**config.mk**
```make
export PLATFORM = sky130hd
export DESIGN_NAME = fetch_ctrl
export DESIGN_NICKNAME = d
export VERILOG_FILES = /design/src/rtl/fetch_ctrl.sv
export SDC_FILE = /design/constraint.sdc
export NUM_CORES = 1
export LEC_CHECK = 0
export CAP_MARGIN = 5
export CORE_AREA = 2 2 153 155
export CTS_BUF_LIST = sky130_fd_sc_hd__clkbuf_16
export CTS_CLUSTER_SIZE = 25
export DETAILED_ROUTE_END_ITERATION = 16
export DIE_AREA = 0 0 155 157
export PLACE_DENSITY = 0.78
export SLEW_MARGIN = 20
export SYNTH_ARGS = -nofsm -noshare
export SYNTH_HDL_FRONTEND = slang
export SYNTH_SLANG_ARGS = --single-unit
```
**constraint.sdc**
```tcl
create_clock -name clk -period 3.9 [get_ports clk]
set_input_delay 0.39 -clock clk [delete_from_list [all_inputs] [get_ports clk]]
set_output_delay 0.39 -clock clk [all_outputs]
set_load 0.005 [all_outputs]
```
**src/rtl/fetch_ctrl.sv**
```systemverilog
// Instruction-fetch sequencer: issues word requests to instruction memory,
// buffers up to two returned instructions and hands them to decode.
module fetch_ctrl #(
    parameter logic [31:0] RESET_PC = 32'h0000_0000,
    parameter int          DEPTH    = 2
) (
    input  logic        clk,
    input  logic        rst,
    output logic        imem_req,
    output logic [31:0] imem_addr,
    input  logic        imem_gnt,
    input  logic        imem_rvalid,
    input  logic [31:0] imem_rdata,
    output logic        inst_valid,
    output logic [31:0] inst_data,
    output logic [31:0] inst_addr,
    input  logic        inst_ready,
    input  logic        redirect,
    input  logic [31:0] redirect_pc
);

    localparam logic [2:0] CREDITS = 3'(DEPTH);

    logic [31:0] fetch_pc;
    logic [1:0]  outstanding;
    logic [1:0]  drop_cnt;
    logic [1:0]  fifo_count;
    logic        req_stale;

    logic [31:0] fifo_addr [2];
    logic [31:0] fifo_data [2];
    logic        rd_ptr;
    logic        wr_ptr;

    logic [31:0] tag_mem [2];
    logic        tag_rd;
    logic        tag_wr;

    logic        gnt_fire;
    logic        track_gnt;
    logic        issue;
    logic        push;
    logic        pop;
    logic [2:0]  credit_used;
    logic [31:0] pc_after;
    logic [31:0] target_pc;

    logic unused_pc_lsb;
    assign unused_pc_lsb = ^redirect_pc[1:0];

    // NOTE: every signal written here gets a value first, so no latch can be inferred.
    always_comb begin
        gnt_fire    = imem_req && imem_gnt;
        // A request held across a redirect still completes, but must not advance the new stream.
        track_gnt   = gnt_fire && !req_stale && !redirect;
        pc_after    = track_gnt ? fetch_pc + 32'd4 : fetch_pc;
        target_pc   = {redirect_pc[31:2], 2'b00};
        credit_used = {1'b0, outstanding} + {1'b0, fifo_count};
        issue       = !redirect && (!imem_req || imem_gnt) && (credit_used < CREDITS);
        push        = imem_rvalid && !redirect && (drop_cnt == 2'd0);
        pop         = inst_valid && inst_ready && !redirect;
    end

    assign inst_valid = (fifo_count != 2'd0);
    assign inst_data  = fifo_data[rd_ptr];
    assign inst_addr  = fifo_addr[rd_ptr];

    // NOTE: sequential state uses non-blocking assignments so every register samples pre-edge values.
    always_ff @(posedge clk) begin
        if (rst) begin
            imem_req    <= 1'b0;
            imem_addr   <= RESET_PC;
            fetch_pc    <= RESET_PC;
            outstanding <= 2'd0;
            drop_cnt    <= 2'd0;
            req_stale   <= 1'b0;
        end else begin
            imem_req    <= (imem_req && !imem_gnt) || issue;
            if (issue) begin
                imem_addr <= pc_after;
            end
            fetch_pc    <= redirect ? target_pc : pc_after;
            outstanding <= outstanding + 2'(issue) - 2'(imem_rvalid);

            if (redirect) begin
                drop_cnt <= outstanding - 2'(imem_rvalid);
            end else if (imem_rvalid && (drop_cnt != 2'd0)) begin
                drop_cnt <= drop_cnt - 2'd1;
            end

            if (redirect) begin
                req_stale <= imem_req && !imem_gnt;
            end else if (gnt_fire) begin
                req_stale <= 1'b0;
            end
        end
    end

    always_ff @(posedge clk) begin
        if (rst || redirect) begin
            rd_ptr     <= 1'b0;
            wr_ptr     <= 1'b0;
            fifo_count <= 2'd0;
            tag_rd     <= 1'b0;
            tag_wr     <= 1'b0;
        end else begin
            if (push) begin
                wr_ptr <= !wr_ptr;
                tag_rd <= !tag_rd;
            end
            if (pop) begin
                rd_ptr <= !rd_ptr;
            end
            if (track_gnt) begin
                tag_wr <= !tag_wr;
            end
            fifo_count <= fifo_count + 2'(push) - 2'(pop);
        end
    end

    // NOTE: the storage is reset because decode observes the head as inst_data/inst_addr straight after reset.
    always_ff @(posedge clk) begin
        if (rst) begin
            for (int i = 0; i < 2; i++) begin
                fifo_addr[i] <= 32'd0;
                fifo_data[i] <= 32'd0;
                tag_mem[i]   <= 32'd0;
            end
        end else begin
            if (push) begin
                fifo_addr[wr_ptr] <= tag_mem[tag_rd];
                fifo_data[wr_ptr] <= imem_rdata;
            end
            if (track_gnt) begin
                tag_mem[tag_wr] <= imem_addr;
            end
        end
    end

    always_ff @(posedge clk) begin
        if (!rst && push) begin
            assert (fifo_count != 2'd2);
        end
    end

endmodule

```
After elaboration in Yosys (flattened, before gate mapping)
Memory sizes are Yosys's and may differ from the RTL's. A register that Yosys moved wholly into a read port is not among the register bits.
Index checks and enable logic that the tools add are counted.

word-level totals
  output and inout bits = 98
  RAM bits = 192
  memories = 3
  register bits = 76

memories
  memory     words  width  read ports  clocked after Yosys merged registers in  wr ports  RTL line  text
  fifo_addr  2      32     1           1                                        2         30        logic [31:0] fifo_addr [2];
  fifo_data  2      32     1           1                                        2         31        logic [31:0] fifo_data [2];
  tag_mem    2      32     1           1                                        2         35        logic [31:0] tag_mem [2];

operators by class
  $add $sub $neg = 8
  reductions and logical operators = 31
  mux-type cells = 29
  order comparisons = 1

operators with widths
  cell                     number
  $mux W32                 5
  $reduce_or A32 Y1        3
  $add A32 B3 Y32 const B  1
  $mux W1                  22
  $logic_and A1 B1 Y1      11
  $logic_not A1 Y1         8
  $reduce_bool A2 Y1       4
  $sub A2 B1 Y2            3
  $add A2 B1 Y2            2
  $mux W2                  2
  $add A2 B2 Y3            1
  $logic_or A1 B1 Y1       3
  $lt A3 B2 Y1 const B     1
  $logic_not A2 Y1         1
  $reduce_or A2 Y1         1
  $sub A2 B1 Y2 const B    1

Longest topological paths before layout
Gate-level depths: netlist of run 1.

  depth after elaboration = 8
  gate-level depth with buffers = 11
  gate-level depth less buffers = 10

Worst setup path before layout of run 1
Ideal clock, no wire load.

  path kind = reg-to-reg
  from = register drop_cnt[0]
  to = memory fifo_addr[0][10], enable pin
  stages on the path, launching flop included = 5
  arrival = 3.574 ns
  path buffers = 0
  setup slack = -0.169 ns
  library setup time = 0.495 ns
  cells stage by stage = dfxtp_1 inv_1 ha_1 nand3_1 o21bai_1

RTL lines
  element                 RTL line  text
  start, declared         26        logic [1:0] drop_cnt;
  start signal, assigned  86        drop_cnt <= outstanding - 2'(imem_rvalid);
  start signal, assigned  88        drop_cnt <= drop_cnt - 2'd1;
  end, declared           30

==> results of run 1 <==
area by class of cell:
type	count	area, um2	area share, %
timing repair buffer	178	1772	12.83
clock inverter	21	142.6	1.033
clock buffer	29	725.7	5.254
sequential	258	7008	50.73
tap	285	356.6	2.582
multi-input combinational	551	3764	27.25
inverter	12	45.04	0.3261
power breakdown:
group	switching (mW)	leakage, nW	internal [mW]	total [mW]
Sequential	0.151	2.53	3.17	3.32
Clock	0.996	0.469	1.47	2.46
Combinational	0.434	2.15	0.491	0.925
Total	1.58	5.14	5.12	6.70
path summary, 6_finish.rpt:
path	from	to	slack, ps	cells past startpoint
setup reg to reg	fetch_pc[2]	imem_addr[30]	1590	6
hold reg to reg	rd_ptr	rd_ptr	510	2
setup / recovery	flip-flop	inst_addr[31]	1400	3
hold / removal	rst	outstanding[1]	340	2
cell families after synthesis:
group,after synthesis
and+or+nand+nor,341
DFF,258
muxes,93
buffers and inverters,75
AOI/OAI and AO/OA,66
xor gates and xnor gates,39
adders and majority gates,8
other,1
cells in the mapped netlist (11+ instances only):
| master | count |
|---|---|
| xnor2_1 | 11 |
| inv_1 | 12 |
| clkbuf_1 | 51 |
| and2_1 | 97 |
| dfxtp_1 | 74 |
| mux2i_1 | 31 |
| a211oi_1 | 61 |
| nand4_1 | 14 |
| edfxtp_1 | 184 |
| xor2_1 | 28 |
| nor2_1 | 143 |
| mux2_2 | 62 |
| nand2_1 | 14 |
| and3_1 | 37 |
| nand3_1 | 12 |
flip-flops by register name, summed over array words and instances (netlist names), named ones only:
signal,count
fetch_pc,30
req_stale,1
tag_wr,1
fifo_data,64
fifo_addr,60
fifo_count,2
wr_ptr,1
tag_rd,1
outstanding,2
imem_addr,30
drop_cnt,2
imem_req,1
rd_ptr,1
tag_mem,60
metal layers:
metal / track usage, % / vias up / part of all wire (%)
met2: 30.86 / 250 / 47
met1: 25.19 / 3370 / 45
met5: 0 / - / 0
met4: 5.996 / 0 / 2.5
li1: - / 3421 / -
met3: 3.194 / 46 / 6.0
worst register-to-register path: stages (launching register included):
cell,delay (ps)
dfxtp_1,430
ha_1,380
nand2_1,140
nor4_2,560
nand4_1,210
xnor2_1,320
a211oi_1,130
==> flow_metrics.tcl, run 1 <==
set metrics [dict create \
    cpMaxStageDelayCell "clkdlybuf4s50_1" \
    powerDensity_nw_per_um2 485.3 \
    total_power_mw 6.703 \
    cts.clk_slew.worst_paths_ps 60 \
    synthAdderAreaFrac_pct 0.9766 \
    grt_pass1_vias 7021 \
    seq_area_frac_synth_pct 63.59 \
    synthSimpleGateAreaFrac_pct 15.98 \
    async_flop_share_pct 0 \
    fin_area_um2 13810 \
    wl_um 22790 \
    synth_area_um2 11020 \
    grt_start_max_net_pins 63 \
    rows 55 \
    fillers 1738 \
    portBuffers 161 \
    cts_sinks 258 \
    vias 7087 \
    maxSlewHeadroom_pct 45.31 \
    path_cells "buf_12 > mux2_2 > clkdlybuf4s50_1" \
    hold_buffers 0 \
    placed_cells 1284 \
    hold_path_class "in2reg" \
    synth_top_family_by_area "simple AND/OR/NAND/NOR gates" \
    htreeDepth 1 \
    yosys_warnings 0 \
    synth_area_leaders "edfxtp_1 (50%), dfxtp_1 (13%), mux2_2 (6.3%)" \
    ys_types 38 \
    tns_ps 0 \
    fin_skew_ps 13.17 \
    dieHeight_um 157 \
    leakage_nw 5.145 \
    drive_gt1_share_pct 12.96 \
    start_util_pct 48.96 \
    area_delta_synth_final_pct 25.37 \
    critPathLaunchType "flip-flop" \
    final.setup.worst_slack_ps 1401 \
    track_usage_pct 18.65 \
    synth_compound_area_share_pct 4.429 \
    avgRoutedWirePerCell_um 17.08 \
    synth-seq-cells 258 \
    dp_hpwl_um 14960 \
    diodes 0 \
    vias_per_cell 5.313 \
    avgSynthCellArea_um2 12.51 \
    fin_cells 1334 \
    cp_max_fo 62 \
    num_io_pins 168 \
    cts_resized 0 \
    grt_overflow 0 \
    hold_viol 0 \
    nets 1106 \
    postCtsSetupBuffers 0 \
    layout_commonest_cell "edfxtp_1" \
    antenna_found_initial 0 \
    max_slew.worst_pin.slew_ps 814.2 \
    fin_crit_sh_pct 64.07 \
    clock_latency_ps 530 \
    cap_viol_max_count 0 \
    drt_first_pass_iters 4 \
    cpPeakStageDelay_ps 520 \
    drv_slew 0 \
    final_cell_mix "edfxtp_1 (184), clkdlybuf4s50_1 (160), nor2_1 (142), and2_1 (97), dfxtp_1 (73)" \
    rsz0062_at_grt "false" \
    dpl_cell_area_um2 12940 \
    muxShareOfSynthArea_pct 9.153 \
    root_buffer "clkbuf_16" \
    fmax_mhz 400.2 \
    clock_path_buffers 3 \
    end_kind "primary output" \
    crit_required_ps 3510 \
    dieArea_um2 24340 \
    path_buf_inv 2 \
    core_region_area_um2 22500 \
    critPathTopFamily "buffers and inverters" \
    fin_util_pct 61.38 \
    first_iter_violations 461 \
    cts_tree "done" \
    status "finished clean" \
    worst_ep_arrival_time_ps 2110 \
    drtAntennaViolNets 0 \
    period_minus_slack_ps 2499 \
    grt_pass1_wl_um 36370 \
    place.gp.congestion 0.8488 \
    critPathKind "reg2out" \
    setup_viol_count_final 0 \
    synthXorXnorAreaFrac_pct 3.100 \
    fp.dieW_um 155 \
    synth_top_flop_cell "edfxtp_1" \
    synth_top_area_share_pct 50.15 \
    synthCells 881 \
    post-place-ws_ps 1013 \
    vdd_drop_max_mv 0.3382 \
    synth_top_area_cell "edfxtp_1" \
    synth_edf_count 184 \
    drc 0 \
    cts_buffers 27 \
    hold_slack_ps 336.8 \
]
No activity file was read; power rests on OpenSTA's default activity.
==> run 2, diff against run 1 <==
CORE_AREA = 2 2 146 148   (was 2 2 153 155)
DIE_AREA = 0 0 148 150   (was 0 0 155 157)
PLACE_DENSITY = 0.81   (was 0.78)
clock period = 2.35 ns   (was 3.9 ns; I/O delays follow)
==> flow_metrics.tcl, run 2 (same netlist as run 1, synthesis figures left out) <==
set metrics [dict create \
    status "finished clean" \
    htreeDepth 1 \
    largest_register_ffs 64 \
    grt_pass1_wl_um 36580 \
    cap_viol_max_count 0 \
    vias 7217 \
    dp_hpwl_um 15250 \
    rows 53 \
    crit_required_ps 2740 \
    path_buf_inv 2 \
    path_cells "and2_4 > fa_1 > nor4_4 > inv_4 > ha_4 > inv_2 > ha_4 > xor2_2 > xnor2_1 > nor2_1" \
    fin_skew_ps 13.28 \
    avgRoutedWirePerCell_um 17.34 \
    start_util_pct 53.25 \
    grt_overflow 0 \
    period_minus_slack_ps 2295 \
    cp-endpoint "outstanding[1]" \
    clock_latency_ps 520 \
    clock_path_buffers 3 \
    drv_slew 0 \
    worstReg2RegStart "outstanding[0]" \
    fmax_mhz 435.7 \
    final.setup.worst_slack_ps 54.85 \
    drt_first_pass_iters 5 \
    hold_viol 0 \
    critPathLaunchType "flip-flop" \
    wl_um 23250 \
    cts.clk_slew.worst_paths_ps 60 \
    critical_path.most_common_cell "ha_4" \
    dieHeight_um 150 \
    timing.rr.end "outstanding[1]" \
    reg_top3 "fifo_data x64, fifo_addr x60, tag_mem x60" \
    cts_tree "done" \
    core_region_area_um2 20690 \
    fin_crit_sh_pct 97.67 \
    root_buffer "clkbuf_16" \
    layout_commonest_cell "edfxtp_1" \
    fin_area_um2 13960 \
    vias_per_cell 5.382 \
    worst_ep_arrival_time_ps 2690 \
    whs_path_depth 2 \
    final_cell_mix "edfxtp_1 (184), clkdlybuf4s50_1 (160), nor2_1 (142), and2_1 (96), dfxtp_1 (70)" \
    post-place-ws_ps 55.43 \
    antenna_found_initial 0 \
    reg2reg_depth 10 \
    portBuffers 161 \
    place.gp.congestion 0.8477 \
    leakage_nw 5.225 \
    track_usage_pct 20.91 \
    regArea_um2 7012 \
    end_kind "flip-flop" \
    first_iter_violations 407 \
    grt_pass1_vias 7172 \
    top_register "fifo_data" \
    cts_sinks 258 \
    maxSlewHeadroom_pct 63.47 \
    drc 0 \
    cpMaxStageDelayCell "fa_1" \
    cp_max_fo 2 \
    dpl_cell_area_um2 13150 \
    worstHoldStart "rst" \
    dieArea_um2 22200 \
    cpPeakStageDelay_ps 480 \
    critPathTopFamily "adder cells" \
    powerDensity_nw_per_um2 780.8 \
    diodes 0 \
    rsz0062_at_grt "false" \
    max_slew.worst_pin.slew_ps 548.0 \
    hold_path_class "in2reg" \
    vdd_drop_max_mv 0.5553 \
    cp.depth 10 \
    multi_input_area_um2 3806 \
    setup_viol_count_final 0 \
    ff2ff_setup_slack_ps 50 \
    fp.dieW_um 148 \
    critPathKind "reg2reg" \
    area_delta_synth_final_pct 26.73 \
    nets 1124 \
    fillers 1467 \
    cts_buffers 26 \
    setup.worst_path.start "outstanding[0]" \
    drive_gt1_share_pct 14.63 \
    grt_start_max_net_pins 63 \
    drtAntennaViolNets 0 \
    num_io_pins 168 \
]
run 2: cell types whose count changed in the layout (fill, tap and decap cells not counted), moves of 2 or more:
cell       delta
bufinv_16     -2
ha_1          -2
buf_6         +2
buf_4        +13
dfxtp_1       -3
ha_4          +2
inv_1         +2
buf_12        +4
dfxtp_2       +3
inv_2         -2
run 2: routing by layer:
layer | GRT usage, % | up-vias | share of wire (%)
li1 | - | 3469 | -
met1 | 27.58 | 3449 | 42
met2 | 36.06 | 266 | 49
met3 | 3.232 | 33 | 7.2
met4 | 6.048 | 0 | 2.2
met5 | 0 | - | 0
run 2: cell type report:
| cell class | instances | share of cell area, % |
|---|---|---|
| inverter | 12 | 0.3405 |
| timing repair buffer | 197 | 14.12 |
| multi-input combinational | 551 | 27.26 |
| sequential | 258 | 50.21 |
| clock buffer | 28 | 5.018 |
| clock inverter | 20 | 0.5824 |
| tap | 275 | 2.464 |
run 2: worst reg2reg max path, delay by kind of cell (launching register included):
kind	cells	cell delay, ps
adder cells (fa/ha/maj)	3	900
AND/OR/NAND/NOR	3	580
flip-flops	1	320
XOR/XNOR	2	280
buffers and inverters	2	100
run 2: how the worst min path moves through the flow:
stage	endpoint	slack, ps
after floorplan	fetch_pc[2]	380
after global placement	flip-flop	490
final	outstanding[1]	150
after global routing	outstanding[1]	150
after detailed placement	flip-flop	500
after CTS	outstanding[0]	130
run 2: what timing repair did:
| action | CTS | global route |
|---|---|---|
| endpoints found under the setup margin | 12 | 26 |
| gates resized for setup | 1 | 4 |
| pin swaps | 0 | 3 |
| setup buffers | 0 | 1 |
| hold buffers | 0 | 0 |
run 2: power by group:
part | internal (mW) | switching [mW]
Combinational | 0.877 | 0.769
Sequential | 5.25 | 0.240
Clock | 2.13 | 1.64
run 2: metrics by stage:
stage / power, mW / utilization, % / instances / setup TNS (ps) / hold WS, ps
6_report: 10.90 / 67.49 / 1341 / 0 / 146.0
5_1_grt: 11.32 / 67.49 / 1341 / 0 / 147.8
4_1_cts: 10.92 / 67.34 / 1340 / 0 / 127.9
3_5_place_dp: 7.198 / 63.55 / 1292 / 0 / 496.0
3_3_place_gp: 7.136 / 63.55 / 1292 / 0 / 488.0
2_1_floorplan: 6.343 / - / 884 / -108.1 / 377.7
